--- src/rtl/bus_pkg.sv ---
`default_nettype none
// ============================================================================
// Module      : bus_pkg
// Description : Shared arbiter state encoding and master-index constants.
// Revision    : 1.0 - initial release
// ============================================================================
package bus_pkg;

    typedef enum logic [1:0] {
        ST_IDLE     = 2'd0,
        ST_GRANT_M1 = 2'd1,
        ST_GRANT_M2 = 2'd2,
        ST_RESUME   = 2'd3
    } arb_state_t;

    localparam logic c_M1 = 1'b0;
    localparam logic c_M2 = 1'b1;

    function automatic logic other_master(input logic m);
        return ~m;
    endfunction

endpackage
`default_nettype wire

--- src/rtl/split_timeout_counter.sv ---
`default_nettype none
// ============================================================================
// Module      : split_timeout_counter
// Description : Counts cycles of an outstanding split; o_expire is high in the
//               last allowed cycle. TIMEOUT = 0 never expires.
// Revision    : 1.0 - initial release
// ============================================================================
module split_timeout_counter #(
    parameter int TIMEOUT = 255
) (
    input  logic clk,
    input  logic rst,
    input  logic i_start,
    input  logic i_clear,
    output logic o_expire
);

    localparam int c_CNT_W = (TIMEOUT < 2) ? 1 : $clog2(TIMEOUT);
    localparam logic [c_CNT_W-1:0] c_LAST = c_CNT_W'((TIMEOUT == 0) ? 0 : TIMEOUT - 1);

    logic               r_active;
    logic [c_CNT_W-1:0] r_count;

    // Expiry coincides with the TIMEOUT-th edge since the split was parked
    assign o_expire = (TIMEOUT != 0) && r_active && (r_count == c_LAST);

    always_ff @(posedge clk or posedge rst) begin
        if (rst) begin
            r_active <= 1'b0;
            r_count  <= '0;
        end else if (i_start) begin
            r_active <= 1'b1;
            r_count  <= '0;
        end else if (i_clear || o_expire) begin
            r_active <= 1'b0;
            r_count  <= '0;
        end else if (r_active) begin
            r_count  <= r_count + 1'b1;
        end
    end

endmodule
`default_nettype wire

--- src/rtl/split_bus_arbiter.sv ---
`default_nettype none
// ============================================================================
// Module      : split_bus_arbiter
// Description : Two-master bus arbiter with split-transaction parking/resume.
//               Optional macro ARB_ROUND_ROBIN_EN selects round-robin instead
//               of fixed M1 priority.
// Revision    : 1.0 - initial release
// ============================================================================
module split_bus_arbiter
    import bus_pkg::*;
#(
    parameter int SPLIT_TIMEOUT = 255
) (
    input  logic clk,
    input  logic rst,
    input  logic m1_req,
    input  logic m2_req,
    output logic m1_grant,
    output logic m2_grant,
    input  logic split_ack,
    input  logic split_req,
    output logic split_grant,
    output logic m1_parked,
    output logic m2_parked,
    output logic split_timeout,
    output logic split_err,
    output logic bus_busy
);

    arb_state_t r_state, w_state_nxt;
    logic r_owner, w_owner_nxt;
    logic r_m1_parked, w_m1_parked_nxt;
    logic r_m2_parked, w_m2_parked_nxt;
    logic r_split_pend, w_split_pend_nxt;
    logic r_split_err, w_split_err_nxt;
    logic r_split_timeout, w_split_timeout_nxt;
    logic r_m1_grant, r_m2_grant, r_split_grant, r_bus_busy;
    logic w_m1_grant_nxt, w_m2_grant_nxt, w_split_grant_nxt, w_bus_busy_nxt;
    logic w_ctr_start, w_ctr_clear, w_expire;
    logic w_any_parked, w_resume, w_cur_owner, w_owner_req;
    logic w_elig1, w_elig2, w_pick;
`ifdef ARB_ROUND_ROBIN_EN
    logic r_rr_next, w_rr_next_nxt;
`endif

    split_timeout_counter #(
        .TIMEOUT (SPLIT_TIMEOUT)
    ) u_timeout (
        .clk      (clk),
        .rst      (rst),
        .i_start  (w_ctr_start),
        .i_clear  (w_ctr_clear),
        .o_expire (w_expire)
    );

    assign w_any_parked = r_m1_parked | r_m2_parked;
    assign w_resume     = (r_state == ST_IDLE) && w_any_parked && (split_req || r_split_pend);
    assign w_cur_owner  = (r_state == ST_GRANT_M2) ? c_M2 :
                          (r_state == ST_RESUME)   ? r_owner : c_M1;
    assign w_owner_req  = (w_cur_owner == c_M1) ? m1_req : m2_req;
    assign w_elig1      = m1_req & ~r_m1_parked;
    assign w_elig2      = m2_req & ~r_m2_parked;
`ifdef ARB_ROUND_ROBIN_EN
    assign w_pick       = r_rr_next;
`else
    assign w_pick       = c_M1;
`endif

    always_comb begin
        w_state_nxt         = r_state;
        w_owner_nxt         = r_owner;
        w_m1_parked_nxt     = r_m1_parked;
        w_m2_parked_nxt     = r_m2_parked;
        w_split_err_nxt     = r_split_err;
        w_split_timeout_nxt = 1'b0;
        w_ctr_start         = 1'b0;
        w_ctr_clear         = 1'b0;
        // A split_req seen while the bus is owned is remembered until served
        w_split_pend_nxt    = r_split_pend | (split_req & w_any_parked);
`ifdef ARB_ROUND_ROBIN_EN
        w_rr_next_nxt       = r_rr_next;
`endif

        if (w_expire && !w_resume) begin
            w_m1_parked_nxt     = 1'b0;
            w_m2_parked_nxt     = 1'b0;
            w_split_pend_nxt    = 1'b0;
            w_split_timeout_nxt = 1'b1;
        end

        case (r_state)
            ST_IDLE: begin
                if (w_resume) begin
                    w_state_nxt      = ST_RESUME;
                    w_owner_nxt      = r_m1_parked ? c_M1 : c_M2;
                    w_m1_parked_nxt  = 1'b0;
                    w_m2_parked_nxt  = 1'b0;
                    w_split_pend_nxt = 1'b0;
                    w_ctr_clear      = 1'b1;
                end else if (w_elig1 && w_elig2) begin
                    w_owner_nxt = w_pick;
                    w_state_nxt = (w_pick == c_M1) ? ST_GRANT_M1 : ST_GRANT_M2;
                end else if (w_elig1) begin
                    w_owner_nxt = c_M1;
                    w_state_nxt = ST_GRANT_M1;
                end else if (w_elig2) begin
                    w_owner_nxt = c_M2;
                    w_state_nxt = ST_GRANT_M2;
                end
            end
            ST_GRANT_M1, ST_GRANT_M2, ST_RESUME: begin
                if (split_ack) begin
                    w_state_nxt = ST_IDLE;
                    if (w_any_parked) begin
                        w_split_err_nxt = 1'b1;
                    end else begin
                        if (w_cur_owner == c_M1) w_m1_parked_nxt = 1'b1;
                        else                     w_m2_parked_nxt = 1'b1;
                        w_ctr_start = 1'b1;
                    end
                end else if (!w_owner_req) begin
                    w_state_nxt = ST_IDLE;
                end else begin
                    w_owner_nxt = w_cur_owner;
                    w_state_nxt = (w_cur_owner == c_M1) ? ST_GRANT_M1 : ST_GRANT_M2;
                end
            end
            default: w_state_nxt = ST_IDLE;
        endcase

`ifdef ARB_ROUND_ROBIN_EN
        if (r_state == ST_IDLE && w_state_nxt != ST_IDLE)
            w_rr_next_nxt = other_master(w_owner_nxt);
`endif

        w_m1_grant_nxt    = (w_state_nxt == ST_GRANT_M1) ||
                            (w_state_nxt == ST_RESUME && w_owner_nxt == c_M1);
        w_m2_grant_nxt    = (w_state_nxt == ST_GRANT_M2) ||
                            (w_state_nxt == ST_RESUME && w_owner_nxt == c_M2);
        w_split_grant_nxt = (w_state_nxt == ST_RESUME);
        w_bus_busy_nxt    = (w_state_nxt != ST_IDLE);
    end

    always_ff @(posedge clk or posedge rst) begin
        if (rst) begin
            r_state         <= ST_IDLE;
            r_owner         <= c_M1;
            r_m1_parked     <= 1'b0;
            r_m2_parked     <= 1'b0;
            r_split_pend    <= 1'b0;
            r_split_err     <= 1'b0;
            r_split_timeout <= 1'b0;
            r_m1_grant      <= 1'b0;
            r_m2_grant      <= 1'b0;
            r_split_grant   <= 1'b0;
            r_bus_busy      <= 1'b0;
        end else begin
            r_state         <= w_state_nxt;
            r_owner         <= w_owner_nxt;
            r_m1_parked     <= w_m1_parked_nxt;
            r_m2_parked     <= w_m2_parked_nxt;
            r_split_pend    <= w_split_pend_nxt;
            r_split_err     <= w_split_err_nxt;
            r_split_timeout <= w_split_timeout_nxt;
            r_m1_grant      <= w_m1_grant_nxt;
            r_m2_grant      <= w_m2_grant_nxt;
            r_split_grant   <= w_split_grant_nxt;
            r_bus_busy      <= w_bus_busy_nxt;
        end
    end

`ifdef ARB_ROUND_ROBIN_EN
    always_ff @(posedge clk or posedge rst) begin
        if (rst) r_rr_next <= c_M1;
        else     r_rr_next <= w_rr_next_nxt;
    end
`endif

    assign m1_grant      = r_m1_grant;
    assign m2_grant      = r_m2_grant;
    assign split_grant   = r_split_grant;
    assign m1_parked     = r_m1_parked;
    assign m2_parked     = r_m2_parked;
    assign split_timeout = r_split_timeout;
    assign split_err     = r_split_err;
    assign bus_busy      = r_bus_busy;

endmodule
`default_nettype wire

--- config.mk ---
export PLATFORM = sky130hd
export DESIGN_NAME = split_bus_arbiter
export DESIGN_NICKNAME = d
export VERILOG_FILES = /design/src/rtl/bus_pkg.sv /design/src/rtl/split_timeout_counter.sv /design/src/rtl/split_bus_arbiter.sv
export SDC_FILE = /design/constraint.sdc
export NUM_CORES = 1
export LEC_CHECK = 0
export CAP_MARGIN = 20
export CELL_PAD_IN_SITES_DETAIL_PLACEMENT = 2
export CELL_PAD_IN_SITES_GLOBAL_PLACEMENT = 2
export CORE_MARGIN = 2
export CORE_UTILIZATION = 33
export CTS_CLUSTER_DIAMETER = 80
export DETAILED_ROUTE_END_ITERATION = 6
export GPL_TIMING_DRIVEN = 0
export HOLD_SLACK_MARGIN = 0.12
export MAX_ROUTING_LAYER = met4
export PLACE_DENSITY_LB_ADDON = 0.1
export SYNTH_ARGS = -nofsm -noshare
export SYNTH_HDL_FRONTEND = slang
export SYNTH_SLANG_ARGS = --single-unit
--- constraint.sdc ---
create_clock -name clk -period 2 [get_ports clk]
set_input_delay 0.5 -clock clk [delete_from_list [all_inputs] [get_ports clk]]
set_output_delay 0.5 -clock clk [all_outputs]
set_load 0.05 [all_outputs]
==> impl_metrics.ini <==
[critical_path]
crit_arrival_ns = 1.45
critPathSlowestCell = clkdlybuf4s50_1
crit_end = m1_grant
worstSetupStartpoint = m1_grant$_DFF_PP0_
critPathBufInv = 1
reg2reg_depth = 6
path_depth = 1
critPathTopFamily = buffers and inverters
crit_chain = clkdlybuf4s50_1
critPathKind = register to primary output
r2r_slack_ns = 0.28
cp-end-kind = primary output
required_ns = 1.50
regToRegEndpoint = m2_grant$_DFF_PP0_
r2r-start = r_state[0]$_DFF_PP0_
crit_path_start_kind = register
cp_slowest_stage_delay_ns = 0.80
critPathMaxFanout = 1

[logic_synthesis]
syn-num-nets = 106
synth_top_family_by_area = simple AND/OR/NAND/NOR gates
syn_area_um2 = 985.9
ys_warn_count = 0
synth_top_cell_area_share_pct = 53.30
synth-xor-area-share_pct = 5.330
synth_cell_types = 29
synthAdderAreaFrac_pct = 2.538
synth-seq-cells = 21
syn_avg_cell_area_um2 = 10.06
synthSimpleGateAreaFrac_pct = 20.94
synth.area.mux_share_pct = 0
syn_inst = 98
synth_seq_area_share_pct = 53.30
synth_area_leaders = dfrtp_1 53%, nor2_1 5.7%, o21ai_0 3.6%
yosysTopAreaCell = dfrtp_1
synth_compound_area_share_pct = 13.71

[place]
pre_cts_ws_ns = -0.3123
placed_area_um2 = 1155
placedCellCount = 142
post-dp-hpwl_mm = 1.722
gp_congestion = 0.7700
portBuffers = 13

[clocking]
clkTransAtPathRegs_ns = 0.12
cts_max_path_buffers = 2
postCtsSetupBuffers = 0
clock-sinks = 21
numCtsBuffers = 3
insertion_delay_ns = 0.30
cts_root_buf = clkbuf_4
htree_levels = 1
tritoncts = built

[floorplan]
initial_core_util_pct = 35.15
dieArea_um2 = 3441
io_pins = 14
coreArea_um2 = 2805
die_x_um = 58.66
rows = 19
dieHeight_um = 58.66

[layout]
instances_no_fill = 146
layout.nets = 124
regMostFlops = u_timeout.r_count
drive_gt1_share_pct = 9.565
antenna_cells = 0
largest_reg_flops = 8
stdcell_area_um2 = 1192
top_regs = u_timeout.r_count: 8 flops, r_state: 2 flops
area_growth_pct = 20.94

[sta]
setup-violations-final = 0
tightest_slew_ns = 0.8225
setup_slack_ns = 0.04736
min_period_ns = 1.953
rsz0062_at_grt = false
hold_viol = 0
clock.fmax_mhz = 512.1
finalMaxSlewViolations = 0
setup_tns_ns = 0
skew_ns = 0.007007
period_share_pct = 97.63
relSlewSlack_pct = 45.11

[global_route]
grt_usage_pct = 15.58
grt_pass1_wl_mm = 3.946
antenna_found_initial = 0
grt_max_degree = 22
grt_pass1_vias = 800
overflow = 0

[pwr]
switching_share_pct = 47.24
powerDensity_nw_per_um2 = 1521
comb_power_share_pct = 50.0
intPower_uw = 956.6
ir_drop_mv = 0.7375
p_leak_uw = 0.0005674
pwr-share-seq_pct = 38.8
p_clk_share_pct = 11.2
p_sw_uw = 856.7

[detailed_routing]
antenna_left = 0
wirelength_mm = 2.238
first_pass_iters = 2
vias = 773
viasPerCell = 5.295
routedWlPerCell_um = 15.33
drt-initial-drc-count = 28
route.detailed.drc = 0

[status]
outcome = complete, no violations

[job]
drv_cap = 0

[hold_path]
hold_class = register to register
layout make-up:
cell class / count / area, um2
Buffer: 1 / 11.26
Clock buffer: 3 / 22.52
Clock inverter: 1 / 5.005
Fill cell: 322 / 1613
Inverter: 8 / 30.03
Multi-Input combinational cell: 68 / 424.2
Sequential cell: 21 / 525.5
Tap cell: 31 / 38.79
Timing Repair Buffer: 13 / 135.1
synth_stat cells:
library cell	instances
ha_1	2
a21oi_1	2
a21o_2	1
a22o_1	2
xnor2_1	2
o21ai_0	7
o2bb2ai_1	1
nor3b_1	1
nor2_1	15
or2_0	1
o21a_1	2
nand4_1	3
nand2_1	7
o21bai_1	1
inv_1	8
o211ai_1	1
nor3_1	2
xor2_1	4
nand3_1	4
nor2b_1	1
nor3_2	2
buf_6	1
nand2b_1	2
o22ai_1	1
nor4_1	1
o31ai_1	1
o221a_2	1
dfrtp_1	21
nor3_4	1
worst min path at each step:
stage | start | end | slack [ns] | depth (start not counted)
2_1_floorplan | rst | bus_busy$_DFF_PP0_ | 0.48 | 1
3_3_place_gp | split_err$_DFFE_PP0P_ | split_err$_DFFE_PP0P_ | 0.46 | 1
3_5_place_dp | split_err$_DFFE_PP0P_ | split_err$_DFFE_PP0P_ | 0.46 | 1
4_1_cts | split_err$_DFFE_PP0P_ | split_err$_DFFE_PP0P_ | 0.49 | 1
5_1_grt | split_err$_DFFE_PP0P_ | split_err$_DFFE_PP0P_ | 0.53 | 1
6_report | split_err$_DFFE_PP0P_ | split_err$_DFFE_PP0P_ | 0.48 | 1
power groups by stage:
stage                     logic, uW  clock network [uW]  registers (uW)
after CTS                       921                 218             701
after detailed placement        928                   0             710
final                           906                 204             703
after floorplan                 466                   0             880
after global routing           1000                 237             726
after global placement          900                   0             702
metal layers:
metal	vias to the layer above	track usage (%)	part of all wire [%]
met5	-	-	0
met4	0	3.896	0.45
met3	2	3.736	3.0
met2	9	22.79	46
met1	392	21.84	51
li1	370	-	-
cell families (layout without fill, tap and decap cells):
family | after synthesis | count (layout)
AO/OA/AOI/OAI | 20 | 20
XOR/XNOR | 6 | 6
adder cells (fa/ha/maj) | 2 | 2
buffers and inverters | 9 | 26
flip-flops | 21 | 21
AND/OR/NAND/NOR | 40 | 40
worst register-to-register path, stage by stage (launching register included):
cell	delay [ns]
dfrtp_1	0.46
or2_0	0.24
buf_6	0.14
nor3_4	0.34
nor3_2	0.10
nor3_2	0.25
nor2_1	0.08
per-stage QoR:
stage / hold WS (ns) / power [uW] / utilization [%]
2_1_floorplan: 0.4765 / 1346 / -
3_3_place_gp: 0.4589 / 1602 / 41.17
3_5_place_dp: 0.4613 / 1638 / 41.17
4_1_cts: 0.4942 / 1840 / 42.06
5_1_grt: 0.5303 / 1966 / 42.51
6_report: 0.4835 / 1813 / 42.51
placed cells by master (no fill, tap or decap), types with 3 or more instances in the layout:
| cell type | Yosys | layout |
|---|---|---|
| clkdlybuf4s50_1 | 0 | 8 |
| nor3_2 | 2 | 3 |
| o21ai_0 | 7 | 7 |
| nor2_1 | 15 | 15 |
| nand2_1 | 7 | 7 |
| xor2_1 | 4 | 4 |
| clkbuf_4 | 0 | 3 |
| inv_1 | 8 | 8 |
| dlymetal6s2s_1 | 0 | 3 |
| nand4_1 | 3 | 3 |
| dfrtp_1 | 21 | 21 |
| nand3_1 | 4 | 4 |
repair_timing:
| action | 4_1_cts | 5_1_grt |
|---|---|---|
| endpoints found under the setup margin | 2 | 12 |
| hold buffers | 0 | 0 |
| gates resized for setup | 2 | 4 |
No activity file was read; power rests on OpenSTA's default activity.
